[src/rtl/l2_state_writer_pkg.sv]
// Shared types for the L2 tag/state write path: op encoding, INVALID state, FIFO entry layout.
// Entry field widths follow the build widths below; the top-level parameters default to them.
package l2_state_writer_pkg;

    localparam int unsigned PKG_L2_WAYS    = 8;
    localparam int unsigned PKG_SET_BITS   = 8;
    localparam int unsigned PKG_TAG_BITS   = 20;
    localparam int unsigned PKG_STATE_BITS = 3;
    localparam int unsigned PKG_QDEPTH     = 2;
    localparam int unsigned PKG_WAY_BITS   = $clog2(PKG_L2_WAYS);

    typedef enum logic [1:0] {
        L2_FILL       = 2'd0,
        L2_SET_STATE  = 2'd1,
        L2_INVALIDATE = 2'd2,
        L2_RSVD       = 2'd3
    } l2_wr_op_t;

    localparam logic [PKG_STATE_BITS-1:0] INVALID = '0;

    typedef struct packed {
        l2_wr_op_t                 op;
        logic [PKG_SET_BITS-1:0]   set_idx;
        logic [PKG_WAY_BITS-1:0]   way;
        logic [PKG_TAG_BITS-1:0]   tag;
        logic [PKG_STATE_BITS-1:0] state;
    } l2_wr_entry_t;

endpackage

[src/rtl/l2_state_writer_if.sv]
// Request channel from the L2 controller and write port toward the tag/state array arbiter.
// master: controller/arbiter side; slave: l2_state_writer.
interface l2_state_writer_if #(
    parameter int unsigned L2_WAYS    = 8,
    parameter int unsigned SET_BITS   = 8,
    parameter int unsigned TAG_BITS   = 20,
    parameter int unsigned STATE_BITS = 3
);
    localparam int unsigned WAY_BITS = $clog2(L2_WAYS);

    logic                  req_valid;
    logic                  req_ready;
    logic [1:0]            req_op;
    logic [SET_BITS-1:0]   req_set;
    logic [WAY_BITS-1:0]   req_way;
    logic                  req_use_evict;
    logic [TAG_BITS-1:0]   req_tag;
    logic [STATE_BITS-1:0] req_state;

    logic                  wr_en;
    logic                  wr_gnt;
    logic [SET_BITS-1:0]   wr_set;
    logic [WAY_BITS-1:0]   wr_way;
    logic                  wr_tag_en;
    logic [TAG_BITS-1:0]   wr_tag;
    logic [STATE_BITS-1:0] wr_state;

    logic [WAY_BITS-1:0]   evict_way;
    logic                  pending;

    modport master (
        output req_valid, req_op, req_set, req_way, req_use_evict, req_tag, req_state, wr_gnt,
        input  req_ready, wr_en, wr_set, wr_way, wr_tag_en, wr_tag, wr_state, evict_way, pending
    );

    modport slave (
        input  req_valid, req_op, req_set, req_way, req_use_evict, req_tag, req_state, wr_gnt,
        output req_ready, wr_en, wr_set, wr_way, wr_tag_en, wr_tag, wr_state, evict_way, pending
    );

endinterface

[src/rtl/l2_wr_fifo.sv]
// Generic registered FIFO with wrap-bit pointers, head/tail read-out and in-place tail update.
module l2_wr_fifo #(
    parameter int unsigned DW    = 8,
    parameter int unsigned DEPTH = 2
) (
    input  logic          clk,
    input  logic          rst,
    input  logic          push,
    input  logic [DW-1:0] push_data,
    input  logic          pop,
    input  logic          upd,
    input  logic [DW-1:0] upd_data,
    output logic [DW-1:0] head_data,
    output logic [DW-1:0] tail_data,
    output logic          full,
    output logic          empty,
    output logic          single
);
    localparam int unsigned AW = $clog2(DEPTH);
    localparam int unsigned PW = AW + 1;

    logic [PW-1:0] head_q;
    logic [PW-1:0] tail_q;
    logic [PW-1:0] last_ptr;
    logic [DW-1:0] mem_q [DEPTH];

    assign last_ptr  = tail_q - PW'(1);
    assign empty     = (head_q == tail_q);
    assign full      = (head_q[AW] != tail_q[AW]) && (head_q[AW-1:0] == tail_q[AW-1:0]);
    assign single    = ((tail_q - head_q) == PW'(1));
    assign head_data = mem_q[head_q[AW-1:0]];
    assign tail_data = mem_q[last_ptr[AW-1:0]];

    // Pointer advance; overflow/underflow requests are ignored.
    always_ff @(posedge clk or negedge rst) begin
        if (!rst) begin
            head_q <= '0;
            tail_q <= '0;
        end else begin
            if (push && !full) begin
                tail_q <= tail_q + PW'(1);
            end
            if (pop && !empty) begin
                head_q <= head_q + PW'(1);
            end
        end
    end

    // Storage: new entry at the tail slot, or rewrite of the newest entry.
    always_ff @(posedge clk or negedge rst) begin
        if (!rst) begin
            for (int i = 0; i < int'(DEPTH); i++) begin
                mem_q[i] <= '0;
            end
        end else if (push && !full) begin
            mem_q[tail_q[AW-1:0]] <= push_data;
        end else if (upd && !empty) begin
            mem_q[last_ptr[AW-1:0]] <= upd_data;
        end
    end

endmodule

[src/rtl/l2_state_writer.sv]
// L2 tag/state write-side: request decode, way resolution, eviction pointer, optional coalescing,
// and the queued write port to the tag/state arrays.
// Optional feature macro: L2_WR_COALESCE_EN (merge state updates into a matching tail entry).
module l2_state_writer
    import l2_state_writer_pkg::*;
#(
    parameter int unsigned L2_WAYS    = PKG_L2_WAYS,
    parameter int unsigned SET_BITS   = PKG_SET_BITS,
    parameter int unsigned TAG_BITS   = PKG_TAG_BITS,
    parameter int unsigned STATE_BITS = PKG_STATE_BITS,
    parameter int unsigned QDEPTH     = PKG_QDEPTH
) (
    input  logic             clk,
    input  logic             rst,
    l2_state_writer_if.slave bus
);
    localparam int unsigned WAY_BITS = $clog2(L2_WAYS);
    localparam int unsigned ENTRY_W  = $bits(l2_wr_entry_t);
`ifdef L2_WR_COALESCE_EN
    localparam bit COALESCE_EN = 1'b1;
`else
    localparam bit COALESCE_EN = 1'b0;
`endif

    l2_wr_op_t           op_c;
    l2_wr_entry_t        enq_e;
    l2_wr_entry_t        upd_e;
    l2_wr_entry_t        head_e;
    l2_wr_entry_t        tail_e;
    logic [WAY_BITS-1:0] evict_q;
    logic                full;
    logic                empty;
    logic                single;
    logic                fill_evict_c;
    logic                tail_match_c;
    logic                coalesce_hit_c;
    logic                accept_c;
    logic                push_c;
    logic                upd_c;
    logic                pop_c;

    assign op_c         = l2_wr_op_t'(bus.req_op);
    assign fill_evict_c = (op_c == L2_FILL) && bus.req_use_evict;

    // Build the entry as it will be queued: resolved way, tag for fills, INVALID for invalidates.
    always_comb begin
        enq_e         = '0;
        enq_e.op      = op_c;
        enq_e.set_idx = PKG_SET_BITS'(bus.req_set);
        enq_e.way     = fill_evict_c ? PKG_WAY_BITS'(evict_q) : PKG_WAY_BITS'(bus.req_way);
        enq_e.tag     = (op_c == L2_FILL) ? PKG_TAG_BITS'(bus.req_tag) : '0;
        enq_e.state   = (op_c == L2_INVALIDATE) ? INVALID : PKG_STATE_BITS'(bus.req_state);
    end

    // Merged tail entry: a fill keeps its op and tag, otherwise the newer op wins.
    always_comb begin
        upd_e       = tail_e;
        upd_e.state = enq_e.state;
        if (tail_e.op != L2_FILL) begin
            upd_e.op = enq_e.op;
        end
    end

    // State-only request hitting the newest entry, unless that entry is leaving this cycle.
    always_comb begin
        tail_match_c = ((op_c == L2_SET_STATE) || (op_c == L2_INVALIDATE)) &&
                       !empty &&
                       (tail_e.set_idx == enq_e.set_idx) &&
                       (tail_e.way == enq_e.way) &&
                       !(single && pop_c);
    end

    assign coalesce_hit_c = COALESCE_EN && tail_match_c;
    assign accept_c       = bus.req_valid && bus.req_ready;
    assign push_c         = accept_c && (op_c != L2_RSVD) && !coalesce_hit_c;
    assign upd_c          = accept_c && coalesce_hit_c;
    assign pop_c          = !empty && bus.wr_gnt;

    // Round-robin victim pointer, advanced by each accepted evict-fill.
    always_ff @(posedge clk or negedge rst) begin
        if (!rst) begin
            evict_q <= '0;
        end else if (accept_c && fill_evict_c) begin
            evict_q <= evict_q + WAY_BITS'(1);
        end
    end

    l2_wr_fifo #(
        .DW    (ENTRY_W),
        .DEPTH (QDEPTH)
    ) u_fifo (
        .clk       (clk),
        .rst       (rst),
        .push      (push_c),
        .push_data (enq_e),
        .pop       (pop_c),
        .upd       (upd_c),
        .upd_data  (upd_e),
        .head_data (head_e),
        .tail_data (tail_e),
        .full      (full),
        .empty     (empty),
        .single    (single)
    );

    assign bus.req_ready = !full || coalesce_hit_c;
    assign bus.wr_en     = !empty;
    assign bus.wr_tag_en = !empty && (head_e.op == L2_FILL);
    assign bus.wr_set    = SET_BITS'(head_e.set_idx);
    assign bus.wr_way    = WAY_BITS'(head_e.way);
    assign bus.wr_tag    = TAG_BITS'(head_e.tag);
    assign bus.wr_state  = STATE_BITS'(head_e.state);
    assign bus.evict_way = evict_q;
    assign bus.pending   = !empty;

endmodule
[src/flat_wrapper.sv]
// flat-port wrapper written by rule: the top's interface ports become plain ports
module l2_state_writer_flat import l2_state_writer_pkg::*;
#(
    parameter int unsigned L2_WAYS    = PKG_L2_WAYS,
    parameter int unsigned SET_BITS   = PKG_SET_BITS,
    parameter int unsigned TAG_BITS   = PKG_TAG_BITS,
    parameter int unsigned STATE_BITS = PKG_STATE_BITS,
    parameter int unsigned QDEPTH     = PKG_QDEPTH
)
  (clk, rst, bus_req_valid, bus_req_op, bus_req_set, bus_req_way, bus_req_use_evict, bus_req_tag, bus_req_state, bus_wr_gnt, bus_req_ready, bus_wr_en, bus_wr_set, bus_wr_way, bus_wr_tag_en, bus_wr_tag, bus_wr_state, bus_evict_way, bus_pending);
  l2_state_writer_if #(.L2_WAYS(L2_WAYS), .SET_BITS(SET_BITS), .TAG_BITS(TAG_BITS), .STATE_BITS(STATE_BITS)) bus_i ();
  input  logic clk;
  input  logic rst;
  input wire logic [$bits(bus_i.req_valid)-1:0] bus_req_valid;
  input wire logic [$bits(bus_i.req_op)-1:0] bus_req_op;
  input wire logic [$bits(bus_i.req_set)-1:0] bus_req_set;
  input wire logic [$bits(bus_i.req_way)-1:0] bus_req_way;
  input wire logic [$bits(bus_i.req_use_evict)-1:0] bus_req_use_evict;
  input wire logic [$bits(bus_i.req_tag)-1:0] bus_req_tag;
  input wire logic [$bits(bus_i.req_state)-1:0] bus_req_state;
  input wire logic [$bits(bus_i.wr_gnt)-1:0] bus_wr_gnt;
  output wire logic [$bits(bus_i.req_ready)-1:0] bus_req_ready;
  output wire logic [$bits(bus_i.wr_en)-1:0] bus_wr_en;
  output wire logic [$bits(bus_i.wr_set)-1:0] bus_wr_set;
  output wire logic [$bits(bus_i.wr_way)-1:0] bus_wr_way;
  output wire logic [$bits(bus_i.wr_tag_en)-1:0] bus_wr_tag_en;
  output wire logic [$bits(bus_i.wr_tag)-1:0] bus_wr_tag;
  output wire logic [$bits(bus_i.wr_state)-1:0] bus_wr_state;
  output wire logic [$bits(bus_i.evict_way)-1:0] bus_evict_way;
  output wire logic [$bits(bus_i.pending)-1:0] bus_pending;
  assign bus_i.req_valid = bus_req_valid;
  assign bus_i.req_op = bus_req_op;
  assign bus_i.req_set = bus_req_set;
  assign bus_i.req_way = bus_req_way;
  assign bus_i.req_use_evict = bus_req_use_evict;
  assign bus_i.req_tag = bus_req_tag;
  assign bus_i.req_state = bus_req_state;
  assign bus_i.wr_gnt = bus_wr_gnt;
  assign bus_req_ready = bus_i.req_ready;
  assign bus_wr_en = bus_i.wr_en;
  assign bus_wr_set = bus_i.wr_set;
  assign bus_wr_way = bus_i.wr_way;
  assign bus_wr_tag_en = bus_i.wr_tag_en;
  assign bus_wr_tag = bus_i.wr_tag;
  assign bus_wr_state = bus_i.wr_state;
  assign bus_evict_way = bus_i.evict_way;
  assign bus_pending = bus_i.pending;
  l2_state_writer #(.L2_WAYS(L2_WAYS), .SET_BITS(SET_BITS), .TAG_BITS(TAG_BITS), .STATE_BITS(STATE_BITS), .QDEPTH(QDEPTH)) u_core (.clk(clk), .rst(rst), .bus(bus_i));
endmodule
[config.mk]
export PLATFORM = sky130hd
export DESIGN_NAME = l2_state_writer_flat
export DESIGN_NICKNAME = d
export VERILOG_FILES = /design/src/rtl/l2_state_writer_pkg.sv /design/src/rtl/l2_state_writer_if.sv /design/src/rtl/l2_wr_fifo.sv /design/src/rtl/l2_state_writer.sv /design/src/flat_wrapper.sv
export SDC_FILE = /design/constraint.sdc
export NUM_CORES = 1
export LEC_CHECK = 0
export CORE_MARGIN = 2
export CORE_UTILIZATION = 45
export CTS_CLUSTER_SIZE = 40
export DETAILED_ROUTE_END_ITERATION = 16
export PLACE_DENSITY = 0.78
export SLEW_MARGIN = 15
export SYNTH_ARGS = -nofsm -noshare
export SYNTH_HDL_FRONTEND = slang
export SYNTH_SLANG_ARGS = --single-unit
[constraint.sdc]
create_clock -name clk -period 1.6 [get_ports clk]
set_clock_uncertainty 0.05 [all_clocks]
set_input_delay 0.24 -clock clk [delete_from_list [all_inputs] [get_ports clk]]
set_output_delay 0.24 -clock clk [all_outputs]
set_load 0.02 [all_outputs]
* After elaboration in Yosys (flattened, before gate mapping)
Cells that the tools add are included.
** Storage, ports and cells
- Word-level logic and storage cells :: 41
- Input bits :: 41
- Output and inout bits :: 41
- Bits in registers :: 79
** Cells by class
- Equality and inequality tests :: 5
- Bitwise gates (word level) :: 2
- Add/sub/neg operators :: 3
- Order comparisons :: 3
- Reductions and logical operators :: 14
- Mux-type cells :: 9
** Operators by type and width (count)
- 36-bit two-way mux :: 4
- 72-bit bitwise mux :: 1
- 36-bit demux with 1-bit select :: 1
- 20-bit two-way mux :: 1
- 1-bit logical AND :: 10
- 3-bit two-way mux :: 2
- 2-bit by 1-bit adder with 2-bit output, second input constant :: 2
- 2-bit >= comparator, second input constant :: 2
- 2-bit zero test :: 2
- 1-bit NOT with 2-bit output :: 2
- 3-bit by 1-bit adder with 3-bit output, second input constant :: 1
- 2-bit equality test :: 1
- 2-bit equality test, second input constant :: 1
- 1-bit zero test :: 2
- 2-bit by 1-bit < comparator with 1-bit output, second input constant :: 1
- 2-bit != test, second input constant :: 1
- 1-bit equality test :: 1
- 1-bit != test :: 1

* Longest topological paths before layout
Gate-level depths: netlist of run 1.
- Depth in word-level cells :: 6
- Depth in mapped cells :: 5
- Depth with buffers taken out :: 3

* Cells and area by module
A second synthesis of run 1 with hierarchy kept.
** Second synthesis, totals
- Cell total of the unflattened synthesis :: 405
- Area total of the unflattened synthesis :: 5006.1 sq um
** By module, submodules not included
- l2_wr_fifo :: area an instance 4586.9 sq um, cells an instance 355, times used 1
- l2_state_writer :: area an instance 419.2 sq um, cells an instance 50, times used 1

* Worst setup path before layout of run 1
No wires, ideal clock.
- Path kind :: register to output
- Start point :: register u_core.u_fifo.tail_q[1]
- End point :: output bus_wr_tag_en
- Data arrival time :: 1.365 ns
- Required time :: 1.310 ns
- Cell stages (with the launch flop) :: 5
- Slack :: -0.055 ns
- Path through :: dfrtp_1 -> xor2_1 -> buf_4 -> or2_2 -> o21a_1
** Between the ends
- Word-level cells in the longest chain between the ends :: 3
** Ends and longest elaborated chain
- from (decl) :: RTL line l2_wr_fifo.sv:23 : logic [PW-1:0] tail_q;
- from (signal assigned) :: RTL line l2_wr_fifo.sv:41 : tail_q <= tail_q + PW'(1);
- 2-bit equality test :: RTL line l2_wr_fifo.sv:28 : assign empty = (head_q == tail_q);
- 1-bit zero test
- net bus_pending :: RTL line flat_wrapper.sv:30 : output wire logic [$bits(bus_i.pending)-1:0] bus_pending;
- 1-bit logical AND :: RTL line l2_state_writer.sv:108 : assign bus.wr_tag_en = !empty && (head_e.op == L2_FILL);
- to (decl) :: RTL line flat_wrapper.sv:26 : output wire logic [$bits(bus_i.wr_tag_en)-1:0] bus_wr_tag_en;
The timed path passes the listed nets, and every way through them passes these cells.

* Worst setup path after layout of run 1
- Start point :: register u_core.u_fifo.head_q[0]
- End point :: output bus_wr_tag_en
** Between the ends
- Word-level cells in the longest chain between the ends :: 6
** Ends and longest elaborated chain
- from (decl) :: RTL line l2_wr_fifo.sv:22 : logic [PW-1:0] head_q;
- from (signal assigned) :: RTL line l2_wr_fifo.sv:44 : head_q <= head_q + PW'(1);
- 1-bit NOT with 2-bit output (implied by the code) :: RTL line l2_wr_fifo.sv:31 : assign head_data = mem_q[head_q[AW-1:0]];
- 36-bit two-way mux (implied by the code) (3 in series) :: RTL line l2_wr_fifo.sv:31
- 2-bit zero test :: RTL line l2_state_writer.sv:108
- 1-bit logical AND (*) :: RTL line l2_state_writer.sv:108
Mark *: on every way between the ends. The rest lies on a longest branch, timed or not. The select of a mux whose other input is x is not followed.

==> out/qor.txt, run 1 <==
Switch Pwr: 4.54 mW
yosys warns: 0
Area growth syn-to-layout: 46.1%
Die ar.: 0.00884 mm2
vias in the first global route: 2973
Leakage: 2.55 nW
Syn Inst Count: 256
Top Ports: 82
grt ovf: 0
CP Capture Type: primary output
core box area: 0.00781 mm2
Slew headroom: 60.8%
setup TNS: -20350 ps
routed via count: 2749
minimum hold slack: 298 ps
Port Buf Inserts: 81
Post-Syn Area: 0.00365 mm2
H-tree depth: 3
CP Class: reg -> out
RSZ-0062 raised after global routing: yes
Final Worst Setup Slack: -294 ps
final count of negative-setup-slack endpoints: 108
Max Cap Viol: 0
CTS Buf Count: 9
Final Max Tran Viols: 0
initial detailed-routing violation count: 142
Gate power share: 57.3%
DRC viols: 0
Seq pwr share: 30.0%
Starting Density: 46.7%
share of cells above drive strength 1: 47.3%
final hold vios: 0
WP data required: 1310 ps
outcome: finished with violations
synth unique cells: 32
Critical Path AT: 1600 ps
Worst Hold Class: in -> async
crit path launch type: flip-flop
Skew-Pair Late Insertion Delay: 350 ps
first-pass GRT wire length: 15200 um
CP Max Fanout: 7
diode count: 0
Post-synth top flop: dfrtp_1
Detailed Place HPWL: 6190 um
Root Driver: clkbuf_8
Post-synth ARST share: 100%
pwr dens: 2260 mW/mm2
total internal power: 7.51 mW
Rows: 32
NumNets Final: 424
DRT Pass-1 Iters: 4
CTS clk-pin slew, worst paths: 90 ps
Fillers: 550
peak supply drop: 1.00 mV
clock sink count: 79
number of synthesized register bits: 79
Vias/cell: 5.62
Detailed Route WL: 9940 um
Final Cycle Share: 118%
failing checks: negative setup slack
antenna viol nets, final: 0
clock network fraction of design power: 12.7%
pre-CTS setup slack: -329 ps
Die Span Y: 94.0 um
EDFF count, synth: 0
GRT Overall Usage: 22.8%
Seq/Total Area, Yosys: 54.2%
Post-Syn Nets: 298
Max Freq: 528 MHz
Max Buffers Root-to-Sink: 2
worst-margin pin slew: 588 ps
largest net degree at the start of global routing: 40
switching share of power: 37.7%
DR WL/cell: 20.3 um
routability cong.: 0.783
initial antenna violation count: 0
Syn Area/Cell: 14.2 um2
CTS tree: yes
Die X: 94.0 um
crit path time final: 1890 ps
## logic make-up (layout without fill, tap and decap cells)
group / Yosys count / in the layout / synth area share, %
xor+xnor: 8 / 8 / 2.13
simple gates: 19 / 19 / 3.47
flops: 79 / 79 / 54.2
compound gates: 67 / 67 / 16.6
fa+ha+maj: 1 / 1 / 0.343
buf+inv: 22 / 153 / 3.43
mux: 60 / 60 / 19.8
## routing by layer
| layer | GRT usage, % | up-vias | wire length (um) |
|---|---|---|---|
| met4 | 9.90 | 0 | 159 |
| met5 | 0 | - | 0 |
| li1 | - | 1216 | - |
| met1 | 29.2 | 1433 | 4210 |
| met2 | 37.4 | 83 | 5100 |
| met3 | 4.90 | 17 | 476 |
## flip-flops by register name, summed over array words and instances, names as in the netlist
register and cells:
u_core.u_fifo.head_q 2, u_core.u_fifo.tail_q 2, u_core.bus.evict_way 3, u_core.u_fifo.mem_q 72
## worst max-delay path, stage by stage, from the launching register on
cell	delay [ps]
dfrtp_2	510
xor2_2	210
or2_4	270
o21a_2	130
buf_6	130
## stage by stage
step                power (mW)  cell area, um2  cells  util [%]
floorplan                 7.14            3660    256         -
global placement          9.56            4830    457      61.9
detailed placement        9.75            4830    457      61.9
CTS                       11.8            5270    492      67.5
global route              12.6            5330    489      68.2
finish                    12.1            5330    489      68.2
## Yosys cell counts, types with 3 or more instances
master / number / share of area (%)
dfrtp_1: 79 / 54
mux2_2: 48 / 15
a22o_1: 46 / 11
mux2_4: 12 / 4.9
nor3b_1: 7 / 1.4
buf_4: 6 / 1.2
xnor2_1: 5 / 1.2
buf_1: 4 / 0.41
buf_2: 4 / 0.55
inv_1: 4 / 0.41
nor2b_1: 3 / 0.51
o21a_1: 3 / 0.62
## area by class of cell
| class | count | area [um2] | area share [%] |
|---|---|---|---|
| sequential | 79 | 1980 | 37.2 |
| multi-input combinational | 155 | 1660 | 31.2 |
| timing repair buffer | 133 | 1340 | 25.1 |
| tap | 102 | 128 | 2.40 |
| clock buffer | 9 | 124 | 2.33 |
| clock inverter | 7 | 80.1 | 1.50 |
| inverter | 4 | 17.5 | 0.329 |
## timing repair
item | in CTS | in global routing
cloned | 5 | 0
setup endpoints to repair | 102 | 113
pin swaps | 38 | 7
hold buffers | 1 | 0
hold endpoints to repair | 29 | 0
buffers inserted | 13 | 5
gates resized for setup | 205 | 42
## path summary, 6_finish.rpt
kind | slack (ps) | endpoint | cells past startpoint | start
min reg2reg | 460 | u_core.u_fifo.mem_q[18] | 1 | u_core.u_fifo.mem_q[18]
max reg2reg | -210 | u_core.u_fifo.mem_q[14] | 8 | u_core.u_fifo.head_q[0]
max in group asynchronous | 650 | u_core.u_fifo.mem_q[57] | 3 | rst
min | 300 | u_core.u_fifo.mem_q[7] | 2 | rst
min in group clk | 460 | u_core.u_fifo.mem_q[18] | 1 | u_core.u_fifo.mem_q[18]
max | -290 | bus_wr_tag_en | 4 | u_core.u_fifo.head_q[0]
## power by group through the flow
stage               Combinational, mW  Sequential [mW]  Clock, mW
floorplan                        3.71             3.43          0
global placement                 6.07             3.49          0
detailed placement               6.20             3.55          0
CTS                              6.68             3.54       1.55
global route                     7.26             3.71       1.63
finish                           6.91             3.61       1.53
## cells in the final DEF, fill, tap and decap left out, types with 3 or more instances in the layout
cell and count:
a211oi_2 3, a22o_1 46, buf_12 7, buf_2 20, buf_4 25, buf_6 33
clkbuf_8 9, clkdlybuf4s50_1 39, dfrtp_1 77, dlygate4sd2_1 3, inv_1 3, mux2_2 26
mux2_4 34, nor2b_1 3, nor3b_1 7, xnor2_1 4
Power figures use the tool's default switching activity.
==> inputs of run 2 (changes only) <==
--- a/config.mk
+++ b/config.mk
@@ -5,11 +5,13 @@
 export SDC_FILE = /design/constraint.sdc
 export NUM_CORES = 1
 export LEC_CHECK = 0
+export CORE_ASPECT_RATIO = 0.75
 export CORE_MARGIN = 2
-export CORE_UTILIZATION = 45
+export CORE_UTILIZATION = 50
 export CTS_CLUSTER_SIZE = 40
 export DETAILED_ROUTE_END_ITERATION = 16
-export PLACE_DENSITY = 0.78
+export PLACE_DENSITY = 0.81
+export SETUP_SLACK_MARGIN = 0.05
 export SLEW_MARGIN = 15
 export SYNTH_ARGS = -nofsm -noshare
 export SYNTH_HDL_FRONTEND = slang
==> constraint.sdc (replaced) <==
create_clock -name clk -period 2 [get_ports clk]
set_clock_uncertainty 0.05 [all_clocks]
set_input_delay 0.3 -clock clk [delete_from_list [all_inputs] [get_ports clk]]
set_output_delay 0.3 -clock clk [all_outputs]
set_load 0.02 [all_outputs]
==> run 2 against run 1 <==
Effect of this change:
- the flow now finishes without violations
- register-to-register slack better by 390 ps
- global-route usage is 2.6 points higher
- clock power decreased by 13%
- total power is 25% lower
- critical path type unchanged
==> out/qor.txt, run 2 (synthesized netlist as in run 1, its figures left out) <==
outcome: finished, final reports clean
critical path's top delay family: flip-flops
most frequent CP cell: buf_6
antenna viol nets, final: 0
core box area: 0.00693 mm2
Worst path max stage delay: 440 ps
final hold vios: 0
Port Buf Inserts: 81
CP Buf/Inv Count: 2
CTS Buf Count: 9
CTS clk-pin slew, worst paths: 90 ps
Area growth syn-to-layout: 36.0%
NumNets Final: 403
CP Capture Type: primary output
Slew headroom: 59.6%
worst-margin pin slew: 606 ps
crit path launch type: flip-flop
worst-path cell chain: buf_6 > xor2_2 > or2_4 > o21a_1 > buf_6
pwr dens: 1820 mW/mm2
R2R Setup Slk: 180 ps
Critical Path AT: 1570 ps
DR WL/cell: 20.3 um
Top Ports: 82
CP Max Fanout: 4
Leakage: 2.31 nW
Worst Hold Class: in -> async
Starting Density: 52.6%
initial antenna violation count: 0
peak supply drop: 1.05 mV
CTS tree: yes
Root Driver: clkbuf_8
Detailed Place HPWL: 5950 um
Rows: 26
vias in the first global route: 2829
Die Span Y: 78.0 um
setup TNS: 0 ps
share of cells above drive strength 1: 43.2%
Biggest register: u_core.u_fifo.mem_q
initial detailed-routing violation count: 177
Final Worst Setup Slack: 79.2 ps
critical path depth: 5
diode count: 0
Fillers: 493
routed via count: 2629
Max Buffers Root-to-Sink: 2
reg2reg path depth: 5
Final Max Tran Viols: 0
final core utilization: 71.6%
routability cong.: 0.758
GRT Overall Usage: 25.4%
Die X: 103 um
Detailed Route WL: 9440 um
Skew-Pair Late Insertion Delay: 360 ps
DRT Pass-1 Iters: 4
RSZ-0062 raised after global routing: yes
CP Class: reg -> out
Vias/cell: 5.67
pre-CTS setup slack: 62.5 ps
first-pass GRT wire length: 15000 um
commonest non-fill, non-tap cell in the layout: dfrtp_1
largest net degree at the start of global routing: 42
Max Freq: 521 MHz
most frequent cells in the layout: 78 x dfrtp_1, 46 x a22o_1, 42 x clkdlybuf4s50_1, 41 x mux2_2
Die ar.: 0.00800 mm2
crit path time final: 1920 ps
Max Cap Viol: 0
DRC viols: 0
final count of negative-setup-slack endpoints: 0
Final Cycle Share: 96.0%
clock sink count: 79
CP max stage cell: dfrtp_2
grt ovf: 0
WP data required: 1650 ps
H-tree depth: 3
max reg flops: 72
## run 2: cell count changes in the layout (fill, tap and decap cells not counted), sizes merged
cell / previous run / this run
buf: 89 / 69
clkdlybuf4s50: 39 / 42
dlygate4sd2: 3 / 0
inv: 7 / 5
bufinv: 1 / 2
clkbuf: 10 / 9
clkinv: 2 / 3
## run 2: final timing paths
kind                                    startpoint                 endpoint
max                        u_core.u_fifo.head_q[0]            bus_wr_tag_en
min                                            rst  u_core.u_fifo.mem_q[45]
max reg2reg                u_core.u_fifo.tail_q[1]  u_core.u_fifo.mem_q[37]
min reg2reg                u_core.u_fifo.mem_q[63]  u_core.u_fifo.mem_q[63]
max in group asynchronous                      rst  u_core.u_fifo.tail_q[0]
min in group clk           u_core.u_fifo.mem_q[63]  u_core.u_fifo.mem_q[63]
## run 2: layout make-up
| type | instances | area (um2) | area share (%) |
|---|---|---|---|
| Clock buffer | 9 | 124 | 2.50 |
| Clock inverter | 7 | 95.1 | 1.92 |
| Inverter | 4 | 15.0 | 0.303 |
| Multi-Input combinational cell | 155 | 1590 | 32.0 |
| Sequential cell | 79 | 1980 | 39.9 |
| Tap cell | 98 | 123 | 2.47 |
| Timing Repair Buffer | 112 | 1040 | 20.9 |
## run 2: report_power, final
part | internal, mW | total, mW | switching, mW
combinational | 2.51 | 4.84 | 2.33
sequential | 2.37 | 2.86 | 0.495
clock | 0.705 | 1.33 | 0.628
total | 5.58 | 9.03 | 3.45
## run 2: metal layers
metal	wire length [um]	vias to the layer above	track usage, %
met3	685	12	8.92
met4	91	0	6.00
met2	4450	95	38.7
met1	4210	1351	34.9
li1	-	1171	-
met5	0	-	0
## run 2: through the flow
step | instance area, um2 | power [mW] | instances | hold WS, ps
2_1_floorplan | 3650 | 5.65 | 256 | -45.6
3_3_place_gp | 4710 | 7.46 | 442 | 254
3_5_place_dp | 4710 | 7.57 | 442 | 257
4_1_cts | 5010 | 9.15 | 467 | 416
5_1_grt | 4960 | 9.51 | 464 | 430
6_report | 4960 | 9.03 | 464 | 394
## run 2: what timing repair did
item / 4_1_cts / 5_1_grt
setup buffers: 5 / 0
gates resized for setup: 203 / 6
hold buffers: 1 / 0
cloned: 3 / 0
endpoints found under the setup margin: 38 / 21
pin swaps: 2 / 1
hold endpoints to repair: 38 / 0
